## config.mk

```make
export PLATFORM = sky130hd
export DESIGN_NAME = fifo_burst_reader_flat
export DESIGN_NICKNAME = d
export VERILOG_FILES = /design/src/rtl/fifo_burst_reader_if.sv /design/src/rtl/fifo_burst_reader.sv /design/src/flat_wrapper.sv
export SDC_FILE = /design/constraint.sdc
export NUM_CORES = 1
export LEC_CHECK = 0
export BUFFER_PORTS_ARGS = -buffer_cell sky130_fd_sc_hd__buf_2
export CELL_PAD_IN_SITES_DETAIL_PLACEMENT = 2
export CELL_PAD_IN_SITES_GLOBAL_PLACEMENT = 2
export CORE_MARGIN = 2
export CORE_UTILIZATION = 36
export DETAILED_ROUTE_END_ITERATION = 10
export GPL_TIMING_DRIVEN = 0
export MAX_ROUTING_LAYER = met4
export PLACE_DENSITY = 0.9
export SYNTH_ARGS = -nofsm -noshare
export SYNTH_HDL_FRONTEND = slang
export SYNTH_SLANG_ARGS = --single-unit
```

## constraint.sdc

```tcl
create_clock -name clk -period 2.4 [get_ports clk]
set_input_delay 0.12 -clock clk [delete_from_list [all_inputs] [get_ports clk]]
set_output_delay 0.12 -clock clk [all_outputs]
set_load 0.01 [all_outputs]
```

## src/rtl/fifo_burst_reader_if.sv

```systemverilog
// Handshake bundle between the burst reader, its byte FIFO and the word sink.
interface fifo_burst_reader_if;
  logic        start;
  logic [6:0]  burst_len;
  logic        fifo_empty;
  logic [7:0]  fifo_data;
  logic        fifo_read_en;
  logic [31:0] word_out;
  logic [3:0]  word_byte_en;
  logic        word_valid;
  logic        word_ready;
  logic        word_last;
  logic        busy;
  logic        done;

  modport master (
    output start, burst_len, fifo_empty, fifo_data, word_ready,
    input  fifo_read_en, word_out, word_byte_en, word_valid, word_last, busy, done
  );

  modport slave (
    input  start, burst_len, fifo_empty, fifo_data, word_ready,
    output fifo_read_en, word_out, word_byte_en, word_valid, word_last, busy, done
  );
endinterface

```

## src/rtl/fifo_burst_reader.sv

```systemverilog
// Pops a burst of bytes from a 64x8 FIFO and packs them little-endian into
// 32-bit words with lane enables, a last flag and a valid/ready handshake.
module fifo_burst_reader #(
  parameter int unsigned MAX_BURST = 64
) (
  input  logic              clk,
  input  logic              rst_n,
  fifo_burst_reader_if.slave bus
);

  typedef enum logic [1:0] {IDLE, READ, DRAIN} state_t;

  localparam logic [6:0] MAX_LEN = 7'(MAX_BURST);

  state_t      state;
  logic [6:0]  req_left;
  logic [6:0]  rcv_left;
  logic        inflight;
  logic [2:0]  lanes;
  logic [31:0] asm_data;
  logic        asm_pending;
  logic [31:0] word_q;
  logic [3:0]  be_q;
  logic        valid_q;
  logic        last_q;
  logic        done_q;

  logic        can_xfer;
  logic        cap_complete;
  logic        emit;
  logic        rd_en;
  logic [2:0]  lanes_next;
  logic [2:0]  out_count;
  logic [3:0]  slots;
  logic [6:0]  rcv_next;
  logic [6:0]  len_clamped;
  logic [31:0] asm_next;
  logic [3:0]  be_calc;

  always_comb begin
    can_xfer     = !valid_q || bus.word_ready;
    cap_complete = inflight && (lanes == 3'd3 || rcv_left == 7'd1);
    emit         = (cap_complete || asm_pending) && can_xfer;
    lanes_next   = lanes + {2'b00, inflight};
    rcv_next     = rcv_left - {6'b000000, inflight};
    out_count    = cap_complete ? lanes_next : lanes;
    slots        = {1'b0, lanes} + {3'b000, inflight};
    len_clamped  = (bus.burst_len > MAX_LEN) ? MAX_LEN : bus.burst_len;

    asm_next = asm_data;
    if (inflight) asm_next[{lanes[1:0], 3'b000} +: 8] = bus.fifo_data;

    case (out_count)
      3'd1:    be_calc = 4'b0001;
      3'd2:    be_calc = 4'b0011;
      3'd3:    be_calc = 4'b0111;
      default: be_calc = 4'b1111;
    endcase

    // A word finishing this edge and moving straight to the output frees all
    // four lanes, so the next request may overlap it to keep 1 byte/cycle.
    rd_en = (state == READ) && !bus.fifo_empty && (req_left != '0) &&
            ((slots < 4'd4) || (cap_complete && can_xfer));
  end

  always_ff @(posedge clk or negedge rst_n) begin
    if (!rst_n) begin
      state       <= IDLE;
      req_left    <= '0;
      rcv_left    <= '0;
      inflight    <= 1'b0;
      lanes       <= '0;
      asm_data    <= '0;
      asm_pending <= 1'b0;
      word_q      <= '0;
      be_q        <= '0;
      valid_q     <= 1'b0;
      last_q      <= 1'b0;
      done_q      <= 1'b0;
    end else begin
      done_q   <= 1'b0;
      inflight <= rd_en;
      if (rd_en)    req_left <= req_left - 7'd1;
      if (inflight) rcv_left <= rcv_next;
      if (valid_q && bus.word_ready) valid_q <= 1'b0;

      if (emit) begin
        word_q      <= asm_next;
        be_q        <= be_calc;
        last_q      <= (rcv_next == '0);
        valid_q     <= 1'b1;
        lanes       <= '0;
        asm_data    <= '0;
        asm_pending <= 1'b0;
      end else if (inflight) begin
        asm_data <= asm_next;
        lanes    <= lanes_next;
        if (cap_complete) asm_pending <= 1'b1;
      end

      case (state)
        IDLE: begin
          if (bus.start && bus.burst_len != '0) begin
            state    <= READ;
            req_left <= len_clamped;
            rcv_left <= len_clamped;
          end
        end
        READ: begin
          if (rd_en && req_left == 7'd1) state <= DRAIN;
        end
        DRAIN: begin
          if (valid_q && bus.word_ready && last_q) begin
            state  <= IDLE;
            done_q <= 1'b1;
          end
        end
        default: state <= IDLE;
      endcase
    end
  end

  assign bus.fifo_read_en = rd_en;
  assign bus.word_out     = word_q;
  assign bus.word_byte_en = be_q;
  assign bus.word_valid   = valid_q;
  assign bus.word_last    = last_q;
  assign bus.busy         = (state != IDLE);
  assign bus.done         = done_q;

endmodule

```

## src/flat_wrapper.sv

```systemverilog
// flat-port wrapper written by rule: the top's interface ports become plain ports
module fifo_burst_reader_flat 
#(
  parameter int unsigned MAX_BURST = 64
)
  (clk, rst_n, bus_start, bus_burst_len, bus_fifo_empty, bus_fifo_data, bus_word_ready, bus_fifo_read_en, bus_word_out, bus_word_byte_en, bus_word_valid, bus_word_last, bus_busy, bus_done);
  fifo_burst_reader_if bus_i ();
  input  logic clk;
  input  logic rst_n;
  input wire logic [$bits(bus_i.start)-1:0] bus_start;
  input wire logic [$bits(bus_i.burst_len)-1:0] bus_burst_len;
  input wire logic [$bits(bus_i.fifo_empty)-1:0] bus_fifo_empty;
  input wire logic [$bits(bus_i.fifo_data)-1:0] bus_fifo_data;
  input wire logic [$bits(bus_i.word_ready)-1:0] bus_word_ready;
  output wire logic [$bits(bus_i.fifo_read_en)-1:0] bus_fifo_read_en;
  output wire logic [$bits(bus_i.word_out)-1:0] bus_word_out;
  output wire logic [$bits(bus_i.word_byte_en)-1:0] bus_word_byte_en;
  output wire logic [$bits(bus_i.word_valid)-1:0] bus_word_valid;
  output wire logic [$bits(bus_i.word_last)-1:0] bus_word_last;
  output wire logic [$bits(bus_i.busy)-1:0] bus_busy;
  output wire logic [$bits(bus_i.done)-1:0] bus_done;
  assign bus_i.start = bus_start;
  assign bus_i.burst_len = bus_burst_len;
  assign bus_i.fifo_empty = bus_fifo_empty;
  assign bus_i.fifo_data = bus_fifo_data;
  assign bus_i.word_ready = bus_word_ready;
  assign bus_fifo_read_en = bus_i.fifo_read_en;
  assign bus_word_out = bus_i.word_out;
  assign bus_word_byte_en = bus_i.word_byte_en;
  assign bus_word_valid = bus_i.word_valid;
  assign bus_word_last = bus_i.word_last;
  assign bus_busy = bus_i.busy;
  assign bus_done = bus_i.done;
  fifo_burst_reader #(.MAX_BURST(MAX_BURST)) u_core (.clk(clk), .rst_n(rst_n), .bus(bus_i));
endmodule
```

* After elaboration in Yosys (flattened, before gate mapping)
Index checks and enable logic that the tools add are counted.
** Storage, ports and cells
- Bits in registers :: 92
- Latch bits :: 0
- RAM bits :: 0
- Memories kept :: 0
- ROM bits :: 0
- Input port bits :: 20
- Output and inout port bits :: 41
** Operators by class
- Bitwise operators :: 0
- Multiplexer cells :: 26
- $add $sub $neg :: 5
- Equal/unequal tests :: 11
- Div/mod/pow operators :: 0
- Magnitude comparators :: 2
- Reduce and logical (&&, ||, !) cells :: 26
- $mul :: 0
- Shifts and indexed selects :: 2
** Operators with widths (number)
- 32-bit 2-to-1 mux :: 3
- 7-bit 2-to-1 mux :: 7
- 32-bit bitwise mux :: 1
- 8-bit by 7-bit variable shift with 32-bit output (first input constant) :: 1
- 8-bit by 7-bit variable part select with 32-bit output :: 1
- 7-bit by 1-bit == test with 1-bit output (second input constant) :: 2
- 7-bit nonzero test :: 2
- 4-bit one-hot mux with 3 select lines :: 1
- 1-bit logical AND :: 10
- 3-bit by 2-bit == test with 1-bit output (second input constant) :: 3
- 3-bit 2-to-1 mux :: 3
- 2-bit nonzero test :: 4
- 7-bit > comparator (second input constant) :: 1
- 7-bit logical NOT :: 1
- 1-bit 2-to-1 mux :: 7
- 5-bit negator with 7-bit output :: 1
- 7-bit by 1-bit subtractor with 7-bit output :: 1
- 7-bit by 1-bit subtractor with 7-bit output (second input constant) :: 1
- 2-bit 2-to-1 mux :: 3
- 2-bit one-hot mux with 3 select lines :: 1
- 3-bit by 1-bit adder with 4-bit output :: 1
- 1-bit logical OR :: 4
- 4-bit by 3-bit < comparator with 1-bit output (second input constant) :: 1
- 2-bit by 1-bit inequality test with 1-bit output (second input constant) :: 2
- 9 further kinds :: 10

* Depth between registers and ports, before layout
Gate-level depths: netlist (run 1).
- Word-level depth :: 9
- Depth in mapped cells :: 9
- Depth with buffers taken out :: 8

* Worst setup path after synthesis (run 1)
Ideal clock, no wire load.
- Kind :: reg-to-reg
- Start :: register u_core.lanes[0]
- End :: register u_core.req_left[3]
- Cell stages (with the launch flop) :: 8
- Arrival :: 1879 ps
- Data required time :: 2269 ps
- Path buffers :: 0
- Setup slack :: 390 ps
- Path through :: dfrtp_1 -> ha_1 -> ha_1 -> and2_1 -> a221oi_2 -> a21o_1 -> nor4_1 -> or3_1
** On the way
- Longest elaborated chain between the ends :: 9
- Elaborated cells between the ends (all ways) :: 11
** RTL lines
- start: declaration :: line fifo_burst_reader.sv:19 : logic [2:0] lanes;
- start signal: assignment :: line fifo_burst_reader.sv:97 : lanes <= lanes_next;
- parallel branches: the longest is 4 deep, another holds 3-bit by 1-bit adder with 4-bit output
- 1-bit logical OR * :: line fifo_burst_reader.sv:63 : ((slots < 4'd4) || (cap_complete && can_xfer));
- 1-bit logical AND * :: line fifo_burst_reader.sv:62 : rd_en = (state == READ) && !bus.fifo_empty && (req_left != '0) &&
- 7-bit 2-to-1 mux * :: line fifo_burst_reader.sv:83 : if (rd_en) req_left <= req_left - 7'd1;
- 7-bit 2-to-1 mux :: line fifo_burst_reader.sv:103 : if (bus.start && bus.burst_len != '0) begin
- 7-bit 2-to-1 mux * :: line fifo_burst_reader.sv:101 : case (state)
- end signal: assignment :: line fifo_burst_reader.sv:83
- end signal: assignment :: line fifo_burst_reader.sv:105 : req_left <= len_clamped;
- end: declaration :: line fifo_burst_reader.sv:16 : logic [6:0] req_left;
Mark *: on every way between the ends.
A chain may end at the register's enable or synchronous reset.

* Final worst setup path (run 1)
- Start :: register u_core.lanes[1]
- End :: output bus_fifo_read_en
** On the way
- Longest elaborated chain between the ends :: 6
- Elaborated cells between the ends (all ways) :: 8
** RTL lines
- parallel branches: the longest is 4 deep, another holds 3-bit by 1-bit adder with 4-bit output
- 1-bit logical OR * :: line fifo_burst_reader.sv:63
- 1-bit logical AND * :: line fifo_burst_reader.sv:62
- end: declaration :: line flat_wrapper.sv:15 : output wire logic [$bits(bus_i.fifo_read_en)-1:0] bus_fifo_read_en;
Marked as above.

==> results of run 1 <==
sequential cells by signal, summed over array words and instances (netlist names), 2 cells and up:
| name | count |
|---|---|
| u_core.rcv_left | 7 |
| u_core.lanes | 3 |
| u_core.bus.word_byte_en | 4 |
| u_core.req_left | 7 |
| u_core.state | 2 |
| u_core.asm_data | 32 |
| u_core.bus.word_out | 32 |
metrics by stage:
stage               utilization  power (mW)  cell area [µm²]  std cells
floorplan                     -        1.64             4100        391
global placement          0.417        1.71             4580        591
detailed placement        0.419        1.72             4610        592
CTS                       0.451        3.14             4950        610
global route              0.461        3.22             5060        618
finish                    0.461        3.12             5060        618
synthesized netlist by cell type (all sizes together), types with 4 or more instances:
| master | number | share of area |
|---|---|---|
| a22oi | 32 | 0.059 |
| buf | 12 | 0.019 |
| clkbuf | 7 | 0.0064 |
| dfrtp | 92 | 0.56 |
| ha | 11 | 0.034 |
| inv | 9 | 0.0082 |
| nand2 | 52 | 0.048 |
| nand2b | 7 | 0.011 |
| nand3 | 6 | 0.0085 |
| nor2 | 45 | 0.041 |
| nor3 | 5 | 0.0061 |
| nor3b | 4 | 0.0073 |
| nor4 | 5 | 0.013 |
| nor4b | 4 | 0.013 |
| o21ai | 48 | 0.059 |
| or3 | 5 | 0.0076 |
| xnor2 | 5 | 0.011 |
| xor2 | 6 | 0.013 |
what timing repair did:
action | in CTS | in global routing
endpoints found under the setup margin | 47 | 56
gates resized for setup | 5 | 14
hold endpoints to repair | 45 | 0
hold buffers | 1 | 0
gates cloned | 0 | 0
setup buffers | 2 | 8
pin swaps | 0 | 4
final cells by class:
type / count / area share
Sequential cell: 92 / 0.455
Multi-Input combinational cell: 271 / 0.343
Timing Repair Buffer: 72 / 0.0821
Clock buffer: 11 / 0.0460
Tap cell: 140 / 0.0346
Buffer: 19 / 0.0208
Clock inverter: 4 / 0.0101
Inverter: 9 / 0.00742
critical path: stages (launching register included):
cell and delay (ps):
sky130_fd_sc_hd__dfrtp_2 460, sky130_fd_sc_hd__ha_1 250, sky130_fd_sc_hd__and3b_1 250, sky130_fd_sc_hd__a221oi_4 410, sky130_fd_sc_hd__a21oi_4 120, sky130_fd_sc_hd__nand2b_1 110, sky130_fd_sc_hd__inv_1 100, sky130_fd_sc_hd__buf_2 150
routing by layer:
layer / GRT usage / vias to the layer above / wire, µm
li1: - / 1538 / -
met1: 0.248 / 1770 / 5520
met2: 0.382 / 79 / 6840
met3: 0.0355 / 28 / 448
met4: 0.109 / 0 / 448
met5: - / - / 0
power groups by stage:
stage	clock network (mW)	logic, mW	registers, mW
floorplan	0	0.0372	1.60
global placement	0	0.104	1.60
detailed placement	0	0.117	1.60
CTS	1.45	0.119	1.57
global route	1.51	0.130	1.57
finish	1.43	0.118	1.57
how the worst max path moves through the flow:
stage                          from  depth (start not counted)  slack, ps                 endpoint
floorplan           u_core.lanes[0]                          7        390       u_core.req_left[3]
global placement    u_core.lanes[0]                          7        -30  u_core.bus.word_out[18]
detailed placement  u_core.lanes[0]                          7       -290  u_core.bus.word_out[18]
CTS                 u_core.lanes[0]                          7       -170   u_core.bus.word_out[3]
global route        u_core.lanes[0]                          7        -10  u_core.bus.word_out[16]
finish              u_core.lanes[1]                          7         80         bus_fifo_read_en
kinds of logic after synthesis:
kind of cell / Yosys count / synth area share
AND/OR/NAND/NOR: 145 / 0.178
AO/OA/AOI/OAI: 101 / 0.163
flip-flops: 92 / 0.561
buffers and inverters: 28 / 0.0333
XOR/XNOR: 11 / 0.0235
adder cells (fa/ha/maj): 11 / 0.0336
multiplexers: 3 / 0.00763
==> results.md, run 1 <==
* Cell at the root of the clock tree: sky130_fd_sc_hd__clkbuf_16
* Buffer depth of the longest clock path at 2
* Drt first-iter violations at 176
* Status: completed
* Layout area overhead at 23.4%
* Share of power burned in the clock network at 0.457
* TritonCTS sink count at 92
* Net count, final at 505
* Final critical delay including setup and external delays at 2320 ps
* Share of flip-flops with an asynchronous set or reset after synthesis at 1.00
* Core region area at 11000 µm²
* Count of pins over their slew limit at 0
* Routed vias/inst at 5.53
* Cell count of the worst reg-to-reg path at 7
* Synthesized area at 4100 µm²
* Post-synthesis sequential element count at 92
* Critical path startpoint category: flip-flop
* Grt ovf at 0
* CTS Buf Count at 9
* IO Port Bufs at 60
* Share of the cycle needed by the critical path after routing at 0.966
* Proportion of total power due to net switching at 0.229
* Vert. Die Dim at 111 µm
* Footprint of the flip-flops and latches at 2300 µm²
* Maxcap violations at 0
* Internal at 2.40 mW
* CP Class: reg2out
* HPWL Detailed at 9000 µm
* Number of nets with antenna violations after detailed routing at 0
* Final Skew at 10.2 ps
* Hold Path Class: in2reg
* Number of enable-type register cells in the synthesized netlist at 0
* Power density over the cells at 616 nW/µm²
* Actual transition at the worst max-transition pin at 651 ps
* P_leak at 2.40 nW
* Via Count at 3415
* Data required time of the worst path at 2280 ps
* Boundary Pins at 61
* Top_reg_cell synth: sky130_fd_sc_hd__dfrtp_1
* Synthesis Warnings at 0
* Via count of the first global-routing pass at 3768
* Hold endpoint: u_core.rcv_left[2]
* Synthesized netlist net count at 422
* Gpl congestion at 0.865
* Clk Latency, worst-skew pair at 360 ps
* Wire length of the first global-routing pass at 20500 µm
* Antenna violations before repair at 0
* H-tree depth at 3
* Area enclosed by the die boundary at 12300 µm²
* Number of antenna diodes at 0
* Layout cell share with drive strength beyond 1 at 0.255
* Startpoint of the most critical register-to-register path: u_core.lanes[0]
* CP max FO at 6
* Clk pin slew, worst setup/hold paths at 60 ps
* Initial core utilization at 0.373
* Final setup violation count at 0
* Final hold viol count at 0
* DRC at 0
* Final worst hold slack at 56.5 ps
* Slack of the worst reg-to-reg path at 120 ps
* Die X-Extent at 111 µm
* Worst vdd rail ir drop at 0.000342 V
* Min-Delay Path Depth at 3
* Setup slack after layout at 81.5 ps
* Placement row count at 38
* Minimum setup slack after placement at -286 ps
* Average routed wire per standard cell at 21.4 µm
* Area of the multi-input gates at 1740 µm²
* Data arrival at the endpoint of the critical path at 2200 ps
* Per-instance average area after synthesis at 10.5 µm²
* Sw Pwr at 0.713 mW
* Post-synthesis sequential area ratio at 0.561
* Number of distinct standard cells referenced by the synthesized netlist at 52
* Final wirelength at 13200 µm
* Worst slew margin relative to its limit at 0.566
* Achievable clock frequency at 0.431 GHz
* Fin Setup TNS at 0 ps
* Reg-to-reg endpoint: u_core.bus.word_out[20]
* Global-route usage over all layers at 0.221
* Worst hold start: bus_burst_len[2]
* Post-Synthesis Cells at 391
* Comb power frac at 0.038
* Sequential group share of total power at 0.505
* TritonCTS clock tree: yes
* Number of filler cells placed in the layout at 1149
* Kind of capture point of the worst setup path: primary output
* Commonest cells after routing, fill and taps aside: sky130_fd_sc_hd__dfrtp_1 (90), sky130_fd_sc_hd__buf_2 (66), sky130_fd_sc_hd__nand2_1 (51)
* Maximum number of pins on one net before global-route repair at 48
* Commonest non-fill, non-tap cell in the layout: sky130_fd_sc_hd__dfrtp_1
* Pre-antenna DRT Iters at 4
Power figures use the tool's default switching activity.
==> run 2: changes to the inputs <==
PLACE_DENSITY = 0.82   (was 0.9)
==> results.md, run 2 (synthesis gave the netlist of run 1 again) <==
* Number of antenna diodes at 0 (unchanged)
* Via Count at 3369 (-1.3%)
* Core region area at 11000 µm² (unchanged)
* Wire length of the first global-routing pass at 20700 µm (+1.0%)
* Layout cell share with drive strength beyond 1 at 0.258 (+0.00310)
* Area of the multi-input gates at 1740 µm² (about the same)
* Critical path startpoint category: flip-flop
* Vert. Die Dim at 111 µm (unchanged)
* DRC at 0 (unchanged)
* Net count, final at 508 (+0.59%)
* Commonest cells after routing, fill and taps aside: sky130_fd_sc_hd__dfrtp_1 (91), sky130_fd_sc_hd__buf_2 (66), sky130_fd_sc_hd__nand2_1 (51)
* Final setup violation count at 0 (unchanged)
* Final wirelength at 13900 µm (+4.8%)
* Kind of capture point of the worst setup path: flip-flop
* Hold Path Class: in2reg
* IO Port Bufs at 60 (unchanged)
* Die X-Extent at 111 µm (unchanged)
* TritonCTS clock tree: yes
* Boundary Pins at 61 (unchanged)
* Achievable clock frequency at 0.426 GHz (-1.2%)
* Cell at the root of the clock tree: sky130_fd_sc_hd__clkbuf_16
* Final critical delay including setup and external delays at 2350 ps (+28.1 ps)
* Status: completed
* Final worst hold slack at 64.7 ps (+8.17 ps)
* Internal at 2.43 mW (+1.2%)
* Worst slew margin relative to its limit at 0.636 (+0.0704)
* Clk pin slew, worst setup/hold paths at 70 ps (about the same)
* Drt first-iter violations at 157 (-11%)
* CTS Buf Count at 9 (unchanged)
* Placement row count at 38 (unchanged)
* Worst vdd rail ir drop at 0.000267 V (-22%)
* Area enclosed by the die boundary at 12300 µm² (unchanged)
* Pre-antenna DRT Iters at 4 (unchanged)
* Number of nets with antenna violations after detailed routing at 0 (unchanged)
* Data required time of the worst path at 2660 ps (+380 ps)
* Share of power burned in the clock network at 0.462 (+0.005)
* Comb power frac at 0.038 (about the same)
* Maximum number of pins on one net before global-route repair at 57 (+19%)
* CP Class: reg2reg
* Initial core utilization at 0.373 (unchanged)
* P_leak at 2.43 nW (+1.1%)
* Sw Pwr at 0.717 mW (+0.50%)
* Final Skew at 10.3 ps (+0.0949 ps)
* Final hold viol count at 0 (unchanged)
* Power density over the cells at 619 nW/µm² (+0.50%)
* TritonCTS sink count at 92 (unchanged)
* CP max FO at 10 (+4)
* Actual transition at the worst max-transition pin at 546 ps (-106 ps)
* Average routed wire per standard cell at 22.4 µm (+4.4%)
* Buffer depth of the longest clock path at 2 (unchanged)
* Share of the cycle needed by the critical path after routing at 0.978 (+0.0117)
* Footprint of the flip-flops and latches at 2300 µm² (about the same)
* Commonest non-fill, non-tap cell in the layout: sky130_fd_sc_hd__dfrtp_1
* HPWL Detailed at 8770 µm (-2.5%)
* Proportion of total power due to net switching at 0.228 (-0.00117)
* Sequential group share of total power at 0.500 (-0.005)
* Maxcap violations at 0 (unchanged)
* H-tree depth at 3 (unchanged)
* Final standard cell utilization of the core at 0.463 (+0.00239)
* Number of filler cells placed in the layout at 1140 (-0.78%)
* Antenna violations before repair at 0 (unchanged)
* Via count of the first global-routing pass at 3713 (-1.5%)
* Clk Latency, worst-skew pair at 350 ps (about the same)
* Routed vias/inst at 5.43 (-1.7%)
* Count of pins over their slew limit at 0 (unchanged)
* Global-route usage over all layers at 0.222 (+0.00153)
* Gpl congestion at 0.849 (-1.8%)
* Layout area overhead at 24.0%
* Grt ovf at 0 (unchanged)
* Data arrival at the endpoint of the critical path at 2610 ps (+410 ps)
run 2: worst paths after layout:
path,startpoint,endpoint,slack [ps],cells after the start
min in group asynchronous,rst_n,u_core.asm_data[30],280,2
hold reg to reg,u_core.bus.word_out[20],u_core.bus.word_out[20],480,2
setup reg to reg,u_core.lanes[1],u_core.bus.word_out[24],50,9
max in group asynchronous,rst_n,u_core.lanes[1],1430,3
setup / recovery,u_core.lanes[1],u_core.bus.word_out[24],50,9
hold / removal,bus_burst_len[4],u_core.req_left[4],60,3
run 2: stage by stage:
stage	cells	TNS, ps	power (mW)	cell area [µm²]	worst slack [ps]
2_1_floorplan	391	0	1.64	4100	390
3_3_place_gp	591	-150	1.71	4580	-33.1
3_5_place_dp	592	-2050	1.72	4610	-171
4_1_cts	607	-2490	3.16	4930	-143
5_1_grt	620	-596	3.24	5090	-53.1
6_report	620	0	3.15	5090	53.4
run 2: critical path, cell delays in order (launching register included):
cell	delay [ps]
sky130_fd_sc_hd__dfrtp_2	490
sky130_fd_sc_hd__ha_1	260
sky130_fd_sc_hd__and3b_1	260
sky130_fd_sc_hd__a21o_1	180
sky130_fd_sc_hd__buf_4	180
sky130_fd_sc_hd__o21ai_4	220
sky130_fd_sc_hd__buf_4	240
sky130_fd_sc_hd__buf_4	210
sky130_fd_sc_hd__nand2_1	80
sky130_fd_sc_hd__o21ai_1	120
run 2: per-layer routing:
metal	global-route usage	up-vias	routed length, µm
met5	-	-	0
met4	0.0792	0	191
met3	0.0241	14	582
met2	0.360	68	7190
met1	0.291	1738	5910
li1	-	1549	-
run 2: what timing repair did:
item / in CTS / in global routing
hold endpoints to repair: 36 / 0
gates resized for setup: 4 / 14
hold buffers: 1 / 0
gates cloned: 0 / 0
pin swaps: 0 / 5
setup endpoints to repair: 45 / 68
buffers inserted: 0 / 13
run 2: cell type report:
cell class                 instances  share of cell area
sequential                        92               0.453
inverter                           9             0.00738
buffer                            19              0.0207
timing repair buffer              75              0.0861
tap                              140              0.0344
multi-input combinational        271               0.341
clock inverter                     3             0.00935
clock buffer                      11              0.0477
run 2: power by group through the flow:
stage	clock network [mW]	registers (mW)	logic (mW)
2_1_floorplan	0	1.60	0.0372
3_3_place_gp	0	1.60	0.105
3_5_place_dp	0	1.60	0.116
4_1_cts	1.46	1.58	0.121
5_1_grt	1.54	1.58	0.133
6_report	1.45	1.58	0.119
==> run 3: changes to the inputs <==
ABC_AREA = 1   (was not set)
CORE_MARGIN = 4   (was 2)
CORE_UTILIZATION = 34   (was 36)
PLACE_DENSITY = 0.83   (was 0.82)
==> results.md, run 3 <==
* Worst vdd rail ir drop at 0.000312 V (+17%)
* Maxcap violations at 0 (unchanged)
* TritonCTS clock tree: yes
* Buffer depth of the longest clock path at 2 (unchanged)
* Synthesized netlist net count at 537 (+27%)
* CP Capture Point: bus_fifo_read_en
* Die X-Extent at 120 µm (+8.4%)
* Synthesized area at 4260 µm² (+4.0%)
* Layout area overhead at 19.8%
* Clk pin slew, worst setup/hold paths at 60 ps (about the same)
* Number of antenna diodes at 0 (unchanged)
* Yosys top cell area share at 0.540 (-0.0214)
* Crit path buf inv count at 3 (unchanged)
* Top_reg_cell synth: sky130_fd_sc_hd__dfrtp_1
* Drt first-iter violations at 136 (-13%)
* CP max stage delay at 490 ps (about the same)
* Gpl congestion at 0.817 (-3.9%)
* Average routed wire per standard cell at 16.8 µm (-25%)
* H-tree depth at 3 (unchanged)
* Power density over the cells at 694 nW/µm² (+12%)
* Commonest non-fill, non-tap cell in the layout: sky130_fd_sc_hd__nand2_1
* Logic depth of the worst setup path including buffers at 9 (unchanged)
* Top cells by area, synth: sky130_fd_sc_hd__dfrtp_1 (54%), sky130_fd_sc_hd__nand2_1 (9.6%), sky130_fd_sc_hd__nor2_1 (7.8%)
* Cell repeated most along the worst path: sky130_fd_sc_hd__nand2_1
* CP max FO at 10 (unchanged)
* Setup slack after layout at 197 ps (+144 ps)
* Vert. Die Dim at 120 µm (+8.4%)
* Fin Setup TNS at 0 ps (unchanged)
* Final critical delay including setup and external delays at 2200 ps (-144 ps)
* Synthesis Warnings at 0 (unchanged)
* Routed vias/inst at 4.88 (-10%)
* Status: completed
* Minimum setup slack after placement at 180 ps (+351 ps)
* Top cells by count, synth: sky130_fd_sc_hd__nand2_1 (109), sky130_fd_sc_hd__dfrtp_1 (92), sky130_fd_sc_hd__nor2_1 (89)
* CP Class: reg2out
* Final worst hold slack at 52.6 ps (-12.1 ps)
* Final setup violation count at 0 (unchanged)
* Worst setup path startpoint: u_core.lanes[0]
* Per-instance average area after synthesis at 8.43 µm² (-20%)
* Grt ovf at 0 (unchanged)
* Number of enable-type register cells in the synthesized netlist at 0 (unchanged)
* Final wirelength at 12600 µm (-8.9%)
* Layout cell share with drive strength beyond 1 at 0.182 (-0.0765)
* Footprint of the flip-flops and latches at 2300 µm² (unchanged)
* Cell breakdown of the critical path: ha_1, ha_1, xor2_2, inv_1, nand2_1, nand2_1, nand2_1, inv_2, buf_2
* P_leak at 2.69 nW (+11%)
* Number of nets with antenna violations after detailed routing at 0 (unchanged)
* Count of pins over their slew limit at 0 (unchanged)
* Core region area at 12200 µm² (+11%)
* Data required time of the worst path at 2280 ps (-380 ps)
* Cell accounting for the most synthesized area: sky130_fd_sc_hd__dfrtp_1
* Number of cells in the design after placement at 735 (+24%)
* Data arrival at the endpoint of the critical path at 2080 ps (-530 ps)
* Final std cells w/o fill at 751 (+21%)
* DRC at 0 (unchanged)
* Area of the multi-input gates at 1670 µm² (-3.9%)
* Unrepaired setup endpoints after global routing: false
* Leading cell type by number of instances after synthesis: sky130_fd_sc_hd__nand2_1
* TritonCTS sink count at 92 (unchanged)
* HPWL Detailed at 9590 µm (+9.3%)
* Cell with the biggest individual delay on the critical path: sky130_fd_sc_hd__dfrtp_2
* Share of the cycle needed by the critical path after routing at 0.918 (-0.0599)
* Reg-to-reg endpoint: u_core.bus.word_out[15]
* CTS Buf Count at 9 (unchanged)
* Cell at the root of the clock tree: sky130_fd_sc_hd__clkbuf_16
* Initial core utilization at 0.351 (-0.0228)
* Pre-antenna DRT Iters at 4 (unchanged)
* Via count of the first global-routing pass at 4094 (+10%)
* Kind of capture point of the worst setup path: primary output
* Top cell family by delay on the critical path: flip-flops
* Global-route usage over all layers at 0.189 (-0.0333)
* Critical path startpoint category: flip-flop
* Slack of the worst reg-to-reg path at 270 ps (+220 ps)
* Number of filler cells placed in the layout at 1383 (+21%)
* Share of flip-flops with an asynchronous set or reset after synthesis at 1.00 (unchanged)
* Maximum number of pins on one net before global-route repair at 62 (+8.8%)
* Worst slew margin relative to its limit at 0.691 (+0.0552)
* Post-synthesis sequential element count at 92 (unchanged)
* Post-Synthesis Cells at 506 (+29%)
* Post-synthesis sequential area ratio at 0.540 (-0.0214)
* Number of distinct standard cells referenced by the synthesized netlist at 27 (-48%)
* Net count, final at 610 (+20%)
* Final Skew at 6.99 ps (-3.34 ps)
* Boundary Pins at 61 (unchanged)
* Placement row count at 40 (+5.3%)
* Hold Path Class: in2reg
* Cell count of the worst reg-to-reg path at 8 (-1)
* Via Count at 3665 (+8.8%)
* Achievable clock frequency at 0.454 GHz (+6.5%)
* Area enclosed by the die boundary at 14400 µm² (+17%)
* Clk Latency, worst-skew pair at 350 ps (about the same)
* Wire length of the first global-routing pass at 20900 µm (+0.96%)
* Final hold viol count at 0 (unchanged)
* IO Port Bufs at 60 (unchanged)
* Actual transition at the worst max-transition pin at 463 ps (-82.8 ps)
* Startpoint of the most critical register-to-register path: u_core.lanes[0]
* Final standard cell utilization of the core at 0.420 (-0.0430)
* Antenna violations before repair at 0 (unchanged)
* Commonest cells after routing, fill and taps aside: sky130_fd_sc_hd__nand2_1 (109), sky130_fd_sc_hd__dfrtp_1 (91), sky130_fd_sc_hd__nor2_1 (89)
## run 3: metal layers
layer / part of all wire / up-vias / wire [µm] / global-route usage
met5: 0 / - / 0 / -
met4: 0.015 / 0 / 188 / 0.0601
met3: 0.025 / 18 / 315 / 0.0292
met2: 0.55 / 45 / 6980 / 0.351
met1: 0.41 / 1849 / 5160 / 0.206
li1: - / 1753 / - / -
## run 3: final cells by class
type	count	share of cell area
Buffer	15	0.0191
Clock buffer	13	0.0490
Clock inverter	2	0.00686
Inverter	54	0.0397
Multi-Input combinational cell	345	0.327
Sequential cell	92	0.451
Tap cell	168	0.0411
Timing Repair Buffer	62	0.0666
## run 3: power by group
group          internal [mW]  switching, mW
registers               1.63         0.0662
logic                  0.148          0.291
clock network          0.830          0.577
## run 3: metrics by stage
| step | area [µm²] | power (mW) |
|---|---|---|
| after CTS | 5100 | 3.60 |
| after detailed placement | 4800 | 2.17 |
| final | 5110 | 3.55 |
| after global placement | 4770 | 2.12 |
| after global routing | 5110 | 3.73 |
| after floorplan | 4260 | 2.00 |
## run 3: repair_timing
action / in CTS / in global routing
buffers inserted: 0 / 0
resized for setup: 0 / 2
setup endpoints to repair: 0 / 7
endpoints found under the hold margin: 31 / 0
hold buffers: 1 / 0
## run 3: how the worst min path moves through the flow
stage	startpoint	to	slack, ps	depth (start not counted)
2_1_floorplan	rst_n	u_core.asm_data[0]	-180	0
3_3_place_gp	bus_burst_len[6]	u_core.req_left[6]	400	3
3_5_place_dp	rst_n	u_core.bus.word_out[20]	100	1
4_1_cts	bus_burst_len[6]	u_core.req_left[6]	50	3
5_1_grt	bus_word_ready	u_core.asm_pending	70	4
6_report	bus_burst_len[6]	u_core.req_left[6]	50	3
## run 3: logic make-up after synthesis
logic type                 after synthesis  share of synthesized area
DFF                                     92                      0.540
and+or+nand+nor                        244                      0.235
buffers and inverters                   69                     0.0704
AOI/OAI and AO/OA                       85                      0.112
adders and majority gates               11                     0.0323
xor gates and xnor gates                 5                     0.0103
## run 3: worst reg2reg max path, stage by stage, from the launching register on
cell and delay, ps:
sky130_fd_sc_hd__dfrtp_2 480, sky130_fd_sc_hd__inv_1 190, sky130_fd_sc_hd__ha_1 350, sky130_fd_sc_hd__inv_1 80, sky130_fd_sc_hd__nor2_1 380, sky130_fd_sc_hd__inv_1 140, sky130_fd_sc_hd__nor2_1 150, sky130_fd_sc_hd__a21oi_1 90
sky130_fd_sc_hd__o21ai_0 180
